File: src/rtl/grad_update_sched.sv
// DAC gradient update scheduler: shadow/pending channel sets,
// init and update bursts of four words to the OCRA1 serial core.
module grad_update_sched #(
  parameter int INTERVAL_W = 16
) (
  input  logic                  clk,
  input  logic                  rst_n,
  input  logic                  wr_i,
  input  logic [1:0]            wr_ch_i,
  input  logic [17:0]           wr_val_i,
  input  logic                  commit_i,
  input  logic                  init_i,
  input  logic [INTERVAL_W-1:0] interval_i,
  input  logic                  clr_i,
  input  logic                  busy_i,
  output logic [31:0]           data_o,
  output logic                  valid_o,
  output logic                  done_o,
  output logic                  pending_o,
  output logic                  overrun_o
);

  typedef enum logic [1:0] {
    IDLE = 2'd0,
    SEND = 2'd1,
    GAP  = 2'd2
  } state_t;

  state_t state_q, state_d;

  logic [1:0]            cnt_q, cnt_d;
  logic                  gap_q, gap_d;
  logic                  valid_d, done_d;
  logic [31:0]           data_d;
  logic [3:0][17:0]      shadow_q;
  logic [3:0][17:0]      pend_q;
  logic [3:0][17:0]      snap_q;
  logic                  kind_q;
  logic                  init_q;
  logic [INTERVAL_W-1:0] timer_q;
  logic [INTERVAL_W-1:0] load;
  logic                  go;
  logic                  start_upd;
  logic                  ovr_set;

  function automatic logic [31:0] fmt(
    input logic [1:0]  ch,
    input logic        init,
    input logic [17:0] val
  );
    logic [23:0] pl;
    pl = init ? 24'h200002 : {4'h1, val, 2'b00};
    return {5'd0, ch, (ch == 2'd3), pl};
  endfunction

  assign go = (state_q == IDLE) && (init_q || pending_o)
           && (timer_q == '0) && !busy_i;
  assign start_upd = go && !init_q;

  // Loaded one short so the next burst can start exactly
  // interval_i clocks after this one (IDLE needs one cycle to see 0).
  assign load = (interval_i == '0) ? '0
              : interval_i - INTERVAL_W'(1);

  // The set being sent at this very edge is not lost, so no overrun.
  assign ovr_set = commit_i && pending_o
                && (state_q != SEND) && !start_upd;

  // Burst sequencing and next output word.
  always_comb begin
    state_d = state_q;
    cnt_d   = cnt_q;
    gap_d   = gap_q;
    valid_d = 1'b0;
    done_d  = 1'b0;
    data_d  = '0;
    unique case (state_q)
      IDLE: begin
        if (go) begin
          state_d = SEND;
          cnt_d   = 2'd1;
          valid_d = 1'b1;
          data_d  = fmt(2'd0, init_q, pend_q[0]);
        end
      end
      SEND: begin
        if (cnt_q != 2'd0) begin
          valid_d = 1'b1;
          data_d  = fmt(cnt_q, kind_q, snap_q[cnt_q]);
          cnt_d   = cnt_q + 2'd1;
        end else begin
          state_d = GAP;
          done_d  = 1'b1;
          gap_d   = 1'b0;
        end
      end
      GAP: begin
        gap_d = 1'b1;
        if (gap_q) begin
          state_d = IDLE;
          gap_d   = 1'b0;
        end
      end
      default: state_d = IDLE;
    endcase
  end

  // FSM state and registered outputs.
  always_ff @(posedge clk or negedge rst_n) begin
    if (!rst_n) begin
      state_q <= IDLE;
      cnt_q   <= '0;
      gap_q   <= 1'b0;
      valid_o <= 1'b0;
      done_o  <= 1'b0;
      data_o  <= '0;
    end else begin
      state_q <= state_d;
      cnt_q   <= cnt_d;
      gap_q   <= gap_d;
      valid_o <= valid_d;
      done_o  <= done_d;
      data_o  <= data_d;
    end
  end

  // Shadow writes, commit copy and in-flight snapshot.
  always_ff @(posedge clk or negedge rst_n) begin
    if (!rst_n) begin
      shadow_q <= '0;
      pend_q   <= '0;
      snap_q   <= '0;
      kind_q   <= 1'b0;
    end else begin
      if (wr_i)
        shadow_q[wr_ch_i] <= wr_val_i;
      if (commit_i) begin
        for (int i = 0; i < 4; i++)
          pend_q[i] <= (wr_i && wr_ch_i == 2'(i))
                     ? wr_val_i : shadow_q[i];
      end
      if (go) begin
        snap_q <= pend_q;
        kind_q <= init_q;
      end
    end
  end

  // Request flags: init, pending set, sticky overrun.
  always_ff @(posedge clk or negedge rst_n) begin
    if (!rst_n) begin
      init_q    <= 1'b0;
      pending_o <= 1'b0;
      overrun_o <= 1'b0;
    end else begin
      init_q <= init_i || (init_q && !(go && init_q));
      if (commit_i)
        pending_o <= 1'b1;
      else if (start_upd)
        pending_o <= 1'b0;
      if (ovr_set)
        overrun_o <= 1'b1;
      else if (clr_i)
        overrun_o <= 1'b0;
    end
  end

  // Minimum burst-to-burst interval timer.
  always_ff @(posedge clk or negedge rst_n) begin
    if (!rst_n)
      timer_q <= '0;
    else if (go)
      timer_q <= load;
    else if (timer_q != '0)
      timer_q <= timer_q - INTERVAL_W'(1);
  end

endmodule

File: config.mk
export PLATFORM = sky130hd
export DESIGN_NAME = grad_update_sched
export DESIGN_NICKNAME = d
export VERILOG_FILES = /design/src/rtl/grad_update_sched.sv
export SDC_FILE = /design/constraint.sdc
export NUM_CORES = 1
export LEC_CHECK = 0
export CORE_ASPECT_RATIO = 0.75
export CORE_UTILIZATION = 40
export DETAILED_ROUTE_END_ITERATION = 7
export MAX_ROUTING_LAYER = met4
export SYNTH_ARGS = -nofsm -noshare
export SYNTH_HDL_FRONTEND = slang
export SYNTH_SLANG_ARGS = --single-unit
File: constraint.sdc
create_clock -name clk -period 3.41 [get_ports clk]
set_clock_uncertainty 0.1 [all_clocks]
set_input_delay 0.8525 -clock clk [delete_from_list [all_inputs] [get_ports clk]]
set_output_delay 0.8525 -clock clk [all_outputs]
set_load 0.005 [all_outputs]
==> flow_metrics.py, run 1 <==
metrics = {
    "outcome": {
        "status": "finished clean",
    },
    "clock_network": {
        "insertion_delay_ps": 530,
        "clk_pin_slew_ps": 60,
        "clock_sinks": 266,
        "clockBufferDepth": 3,
        "ctsHoldBuffers": 0,
        "h-tree-depth": 1,
        "numCtsBuffers": 26,
        "cts-resized-gates": 0,
        "cts_tree": "done",
        "cts_root_buffer": "clkbuf_16",
        "cts_setup_buffers": 0,
    },
    "detailed_routing": {
        "wirelength_um": 22800,
        "route.detailed.drc": 0,
        "vias": 6716,
        "drtIter0Drc": 382,
        "ant_nets": 0,
        "routedWlPerCell_um": 17.3,
        "dr.pass1.iters": 6,
        "vias_per_cell": 5.09,
    },
    "yosys": {
        "ys_dominant_reg_cell": "dfrtp_1",
        "yosysUniqueCellTypes": 52,
        "syn_inst": 870,
        "synth_area_per_cell_sq_um": 12.6,
        "ys.warnings.count": 0,
        "synth.ff_latch_count": 266,
        "ys_seq_area_frac": 0.607,
        "syn_area_sq_um": 11000,
        "synth_common_cells": "266 x dfrtp_1, 232 x nand2_1, 144 x mux2_2",
        "synthTopCellsByArea": "dfrtp_1 61%, mux2_2 15%, nand2_1 7.9%",
        "synth_top_area_share": 0.607,
        "post-synth-top-count-cell": "dfrtp_1",
        "synth_enable_flop_cells": 0,
        "synthArstFlopShare": 1.00,
        "synth_area_leader_cell": "dfrtp_1",
    },
    "grt": {
        "use_met2": 0.253,
        "antenna_found_initial": 0,
        "grtUsageMet3": 0.0304,
        "use_met1": 0.257,
        "grt_start_max_net_pins": 77,
        "gr-total-overflow": 0,
        "grt_pass1_wl_um": 37700,
        "grt_usage": 0.174,
        "busiest_layer": "met1",
        "grt_pass1_vias": 6835,
    },
    "run": {
        "max-cap-violations": 0,
    },
    "floorplan": {
        "die-area_sq_um": 28100,
        "io_pins": 79,
        "coreArea_sq_um": 26900,
        "row_count": 52,
        "die_h_um": 145,
        "start_util": 0.407,
        "die_width_um": 193,
    },
    "setup_path": {
        "rr_startpoint": "timer_q[0]$_DFFE_PN0P_",
        "worstPathCellList": "clkdlybuf4s50_1 > inv_1 > ha_1 > or3b_1 > nor4_4 > nand2_1 > nand2_1 > o221ai_1",
        "setup.worst_path.end_class": "flop",
        "r2r-end": "cnt_q[1]$_DFFE_PN0P_",
        "start_kind": "input port",
        "r2r_setup_slack_ps": 690,
        "endpoint": "timer_q[2]$_DFFE_PN0P_",
        "reg2regPathDepth": 8,
        "cpMostUsedCell": "nand2_1",
        "worst-endpoint-required_ps": 3700,
        "cp_data_arrival_time_ps": 3030,
        "cpPeakStageDelay_ps": 450,
        "worstSetupStartpoint": "interval_i[0]",
        "cp_max_fo": 9,
        "crit_type": "input port to flop",
        "slowest_stage": "nor4_4",
    },
    "place": {
        "numPortBuffers": 70,
        "gp_congestion": 0.823,
        "place_hpwl_um": 13800,
    },
    "sta": {
        "slew_headroom": 0.502,
        "finalCriticalPeriod_ps": 2740,
        "finalHoldViolations": 0,
        "setup_viol": 0,
        "min_period_over_period": 0.803,
        "drv_slew": 0,
        "holdWs_ps": 206,
        "max_slew.worst_pin.slew_ps": 739,
        "max_freq_ghz": 0.365,
        "fin_tns_setup_ps": 0,
        "grt_setup_unrepaired": "no",
    },
    "pwr": {
        "leakage_nw": 5.97,
        "powerDensity_nw_per_um2": 609,
        "p_sw_frac": 0.244,
        "ir_drop_mv": 0.369,
        "seq_power_share": 0.478,
        "pwr-share-clk": 0.389,
        "pwr-share-comb": 0.133,
        "switching_power_mw": 1.95,
        "p_int_mw": 6.04,
    },
    "worst_hold_path": {
        "hold_class": "input port to asynchronous set/reset pin",
    },
    "finish": {
        "final_nets": 997,
        "diodes": 0,
        "drive_above_1_share": 0.251,
        "fillers": 2430,
        "area.growth.synth_to_final_pct": 19.5,
    },
}
[stage by stage]
step           area, sq um   util  power [mW]  setup WS, ps  instances
6_report             13100  0.487        7.99           672       1319
4_1_cts              13100  0.487        8.10           688       1319
5_1_grt              13100  0.487        8.37           418       1319
3_5_place_dp         12200  0.452        4.96           138       1272
3_3_place_gp         12200  0.452        4.93           202       1272
2_1_floorplan        11000      -        4.58           863        877
[metal layers]
layer,part of all wire,routed length [um]
met1,0.52,11800
met2,0.43,9930
met3,0.034,778
met4,0.013,295
met5,0,0
[critical path: cells and delay by family]
kind                       cells  cell delay (ps)
and+or+nand+nor                4             1260
buffers and inverters          2              540
adders and majority gates      1              190
AOI/OAI and AO/OA              1              170
[power by group through the flow]
stage / clock [mW] / combinational (mW) / sequential (mW)
2_1_floorplan: 0 / 0.762 / 3.82
3_3_place_gp: 0 / 1.07 / 3.86
3_5_place_dp: 0 / 1.08 / 3.88
4_1_cts: 3.19 / 1.09 / 3.82
5_1_grt: 3.31 / 1.18 / 3.88
6_report: 3.10 / 1.06 / 3.82
[state kept, by name, summed over array words and instances (netlist names)]
name / cells
gap_q: 1
valid_o: 1
overrun_o: 1
pend_q: 72
done_o: 1
state_q: 2
shadow_q: 72
snap_q: 72
data_o: 23
init_q: 1
timer_q: 16
kind_q: 1
cnt_q: 2
pending_o: 1
[cell usage in the layout (no fill, tap or decap), drive strengths merged, types with 2 or more instances in the layout]
cell type	n
a211oi	2
a21o	3
a21oi	12
a22o	18
and2	2
buf	23
bufinv	4
clkbuf	37
clkdlybuf4s50	68
clkinv	5
conb	8
dfrtp	266
ha	5
inv	8
mux2	144
mux4	18
nand2	233
nand2b	4
nand3	6
nand3b	3
nand4b	2
nor2	19
nor2b	2
nor3	8
nor3b	3
nor4	8
o211ai	2
o21ai	6
o22ai	6
o31ai	2
or3	6
xnor2	11
xor2	9
[worst min path at each step]
| stage | depth (start not counted) | end | slack (ps) | startpoint |
|---|---|---|---|---|
| 2_1_floorplan | 2 | snap_q[18]$_DFFE_PN0N_ | 330 | pend_q[18]$_DFFE_PN0P_ |
| 3_3_place_gp | 2 | snap_q[37]$_DFFE_PN0N_ | 350 | pend_q[37]$_DFFE_PN0P_ |
| 3_5_place_dp | 2 | snap_q[54]$_DFFE_PN0N_ | 350 | pend_q[54]$_DFFE_PN0P_ |
| 4_1_cts | 1 | data_o[7]$_DFF_PN0_ | 210 | rst_n |
| 5_1_grt | 1 | shadow_q[58]$_DFFE_PN0P_ | 230 | rst_n |
| 6_report | 1 | shadow_q[4]$_DFFE_PN0P_ | 210 | rst_n |
[layout make-up]
cell class | instances | area, sq um | share of cell area
repair buffers | 91 | 961 | 0.0733
clock inverters | 10 | 168 | 0.0128
inverters | 8 | 30.0 | 0.00229
well taps | 351 | 439 | 0.0335
flip-flops and latches | 266 | 6660 | 0.508
multi-input cells | 556 | 4080 | 0.311
clock buffers | 37 | 782 | 0.0596
[kinds of logic (layout without fill, tap and decap cells)]
logic type      Yosys count  after routing  synth area share
xor+xnor                 20             20            0.0160
compound gates           57             57            0.0375
mux                     163            163             0.186
flops                   266            266             0.607
other cells               1              8          0.000342
buf+inv                  55            146            0.0255
simple gates            303            303             0.123
fa+ha+maj                 5              5           0.00570
No activity file was read; power rests on OpenSTA's default activity.
==> run 2: changes to the inputs <==
Clock period 3.41 ns to 2.8 ns, I/O delays scaled along.
==> run 2 against run 1 <==
Effect of this change: the flow now finishes with violations (DRC, hold timing); first-iteration DRC count fell by 16%; die area is the same; non-clock buffer count rose by 15; critical path depth down 2; total power grew 20%; hold slack got worse by 220 ps; sequential power is 22% higher; sequential share of layout area decreased by 0.64 points; critical path type is now flop to flop; largest power group unchanged.
==> flow_metrics.py, run 2 (same netlist as run 1, synthesis figures left out) <==
metrics = {
    "sta": {
        "drv_slew": 0,
        "finalHoldViolations": 3,
        "max_freq_ghz": 0.413,
        "finalCriticalPeriod_ps": 2420,
        "grt_setup_unrepaired": "no",
        "setup_viol": 0,
        "max_slew.worst_pin.slew_ps": 573,
        "holdWs_ps": -9.52,
        "min_period_over_period": 0.865,
        "fin_tns_setup_ps": 0,
        "slew_headroom": 0.614,
    },
    "finish": {
        "fin_cells": 1333,
        "area.growth.synth_to_final_pct": 21.0,
        "drive_above_1_share": 0.259,
        "final_nets": 1012,
        "fillers": 2400,
        "top_regs": "pend_q: 72 flops, shadow_q: 72 flops, snap_q: 72 flops",
        "layout_common_cells": "266 x dfrtp_1, 232 x nand2_1, 144 x mux2_2",
        "multi_input_area_sq_um": 4080,
        "final_common_cell": "dfrtp_1",
        "diodes": 0,
        "seqCellArea_sq_um": 6660,
    },
    "grt": {
        "grt_start_max_net_pins": 77,
        "grt_pass1_vias": 6896,
        "gr-total-overflow": 0,
        "antenna_found_initial": 0,
        "grt_usage": 0.176,
        "grt_pass1_wl_um": 38300,
    },
    "pwr": {
        "switching_power_mw": 2.37,
        "pwr-share-clk": 0.378,
        "powerDensity_nw_per_um2": 725,
        "seq_power_share": 0.484,
        "ir_drop_mv": 0.427,
        "p_sw_frac": 0.246,
        "pwr-share-comb": 0.138,
        "leakage_nw": 6.06,
        "p_int_mw": 7.25,
    },
    "clock_network": {
        "cts-resized-gates": 0,
        "clk_pin_slew_ps": 60,
        "ctsHoldBuffers": 0,
        "clock_sinks": 266,
        "insertion_delay_ps": 530,
        "h-tree-depth": 1,
        "cts_root_buffer": "clkbuf_16",
        "clockBufferDepth": 3,
        "cts_setup_buffers": 0,
        "numCtsBuffers": 26,
        "cts_tree": "done",
    },
    "floorplan": {
        "die-area_sq_um": 28100,
        "die_h_um": 145,
        "io_pins": 79,
        "die_width_um": 193,
        "coreArea_sq_um": 26900,
        "row_count": 52,
        "start_util": 0.407,
    },
    "setup_path": {
        "cp_max_fo": 5,
        "worst-endpoint-required_ps": 3110,
        "crit_type": "flop to flop",
        "worstSetupStartpoint": "timer_q[0]$_DFFE_PN0P_",
        "cp_data_arrival_time_ps": 2730,
        "rr_startpoint": "timer_q[0]$_DFFE_PN0P_",
        "start_kind": "flop",
        "setup.worst_path.end_class": "flop",
        "reg2regPathDepth": 6,
        "r2r_setup_slack_ps": 380,
    },
    "outcome": {
        "violations": "DRC, hold timing",
        "status": "finished, violations left",
    },
    "worst_hold_path": {
        "hold_class": "input port to asynchronous set/reset pin",
    },
    "detailed_routing": {
        "drtIter0Drc": 322,
        "wirelength_um": 23000,
        "route.detailed.drc": 4,
        "vias": 6793,
        "vias_per_cell": 5.10,
        "routedWlPerCell_um": 17.3,
        "ant_nets": 0,
        "dr.pass1.iters": 8,
    },
    "place": {
        "place_hpwl_um": 14100,
        "gp_congestion": 0.827,
        "numPortBuffers": 70,
        "dp_cells": 1287,
    },
    "run": {
        "max-cap-violations": 0,
    },
}
==> run 2: final timing paths <==
path | end
worst max-delay path | overrun_o$_DFFE_PN0P_
worst min-delay path | snap_q[22]$_DFFE_PN0N_
worst max register to register | overrun_o$_DFFE_PN0P_
worst min register to register | snap_q[38]$_DFFE_PN0N_
max in group asynchronous | pend_q[8]$_DFFE_PN0P_
min in group clk | snap_q[38]$_DFFE_PN0N_
==> run 2: area by class of cell <==
type,count,share of cell area
flip-flops and latches,266,0.501
clock buffers,38,0.0585
inverters,8,0.00226
repair buffers,106,0.0893
well taps,351,0.0331
multi-input cells,556,0.307
clock inverters,8,0.00867
==> run 2: power by group through the flow <==
stage | logic [mW] | clock network (mW) | registers [mW]
after floorplan | 0.928 | 0 | 4.65
after global placement | 1.32 | 0 | 4.71
after detailed placement | 1.34 | 0 | 4.73
after CTS | 1.35 | 3.73 | 4.66
after global routing | 1.47 | 3.88 | 4.73
final | 1.33 | 3.64 | 4.66
==> run 2: metal layers <==
| metal | wire [um] | global-route usage | vias to the layer above |
|---|---|---|---|
| met3 | 876 | 0.0273 | 20 |
| met2 | 9910 | 0.249 | 109 |
| met1 | 11900 | 0.268 | 3507 |
| met5 | 0 | - | - |
| li1 | - | - | 3157 |
| met4 | 295 | 0.0316 | 0 |
==> run 2: stage by stage <==
step | instance area (sq um) | util | setup slack [ps] | hold slack (ps) | total power, mW
after floorplan | 11000 | - | 285 | 304 | 5.58
after global placement | 12400 | 0.460 | -37.2 | 346 | 6.03
after detailed placement | 12400 | 0.460 | -108 | 352 | 6.07
after CTS | 13300 | 0.493 | 382 | 4.99 | 9.74
after global routing | 13300 | 0.493 | 239 | 7.17 | 10.1
final | 13300 | 0.493 | 378 | -9.52 | 9.62
==> run 2: critical path, cell delays in order, from the launching register on <==
cell and delay, ps:
dfrtp_1 430, inv_1 110, ha_1 190, nor3b_1 460
nand4_2 310, or3_1 460, a41o_1 250
==> run 3: changes to the inputs <==
Settings changed: ABC_CLOCK_PERIOD_IN_PS set to 2800.
==> results of run 3 <==
Final layout, timing and power as in run 2 (identical DEF).
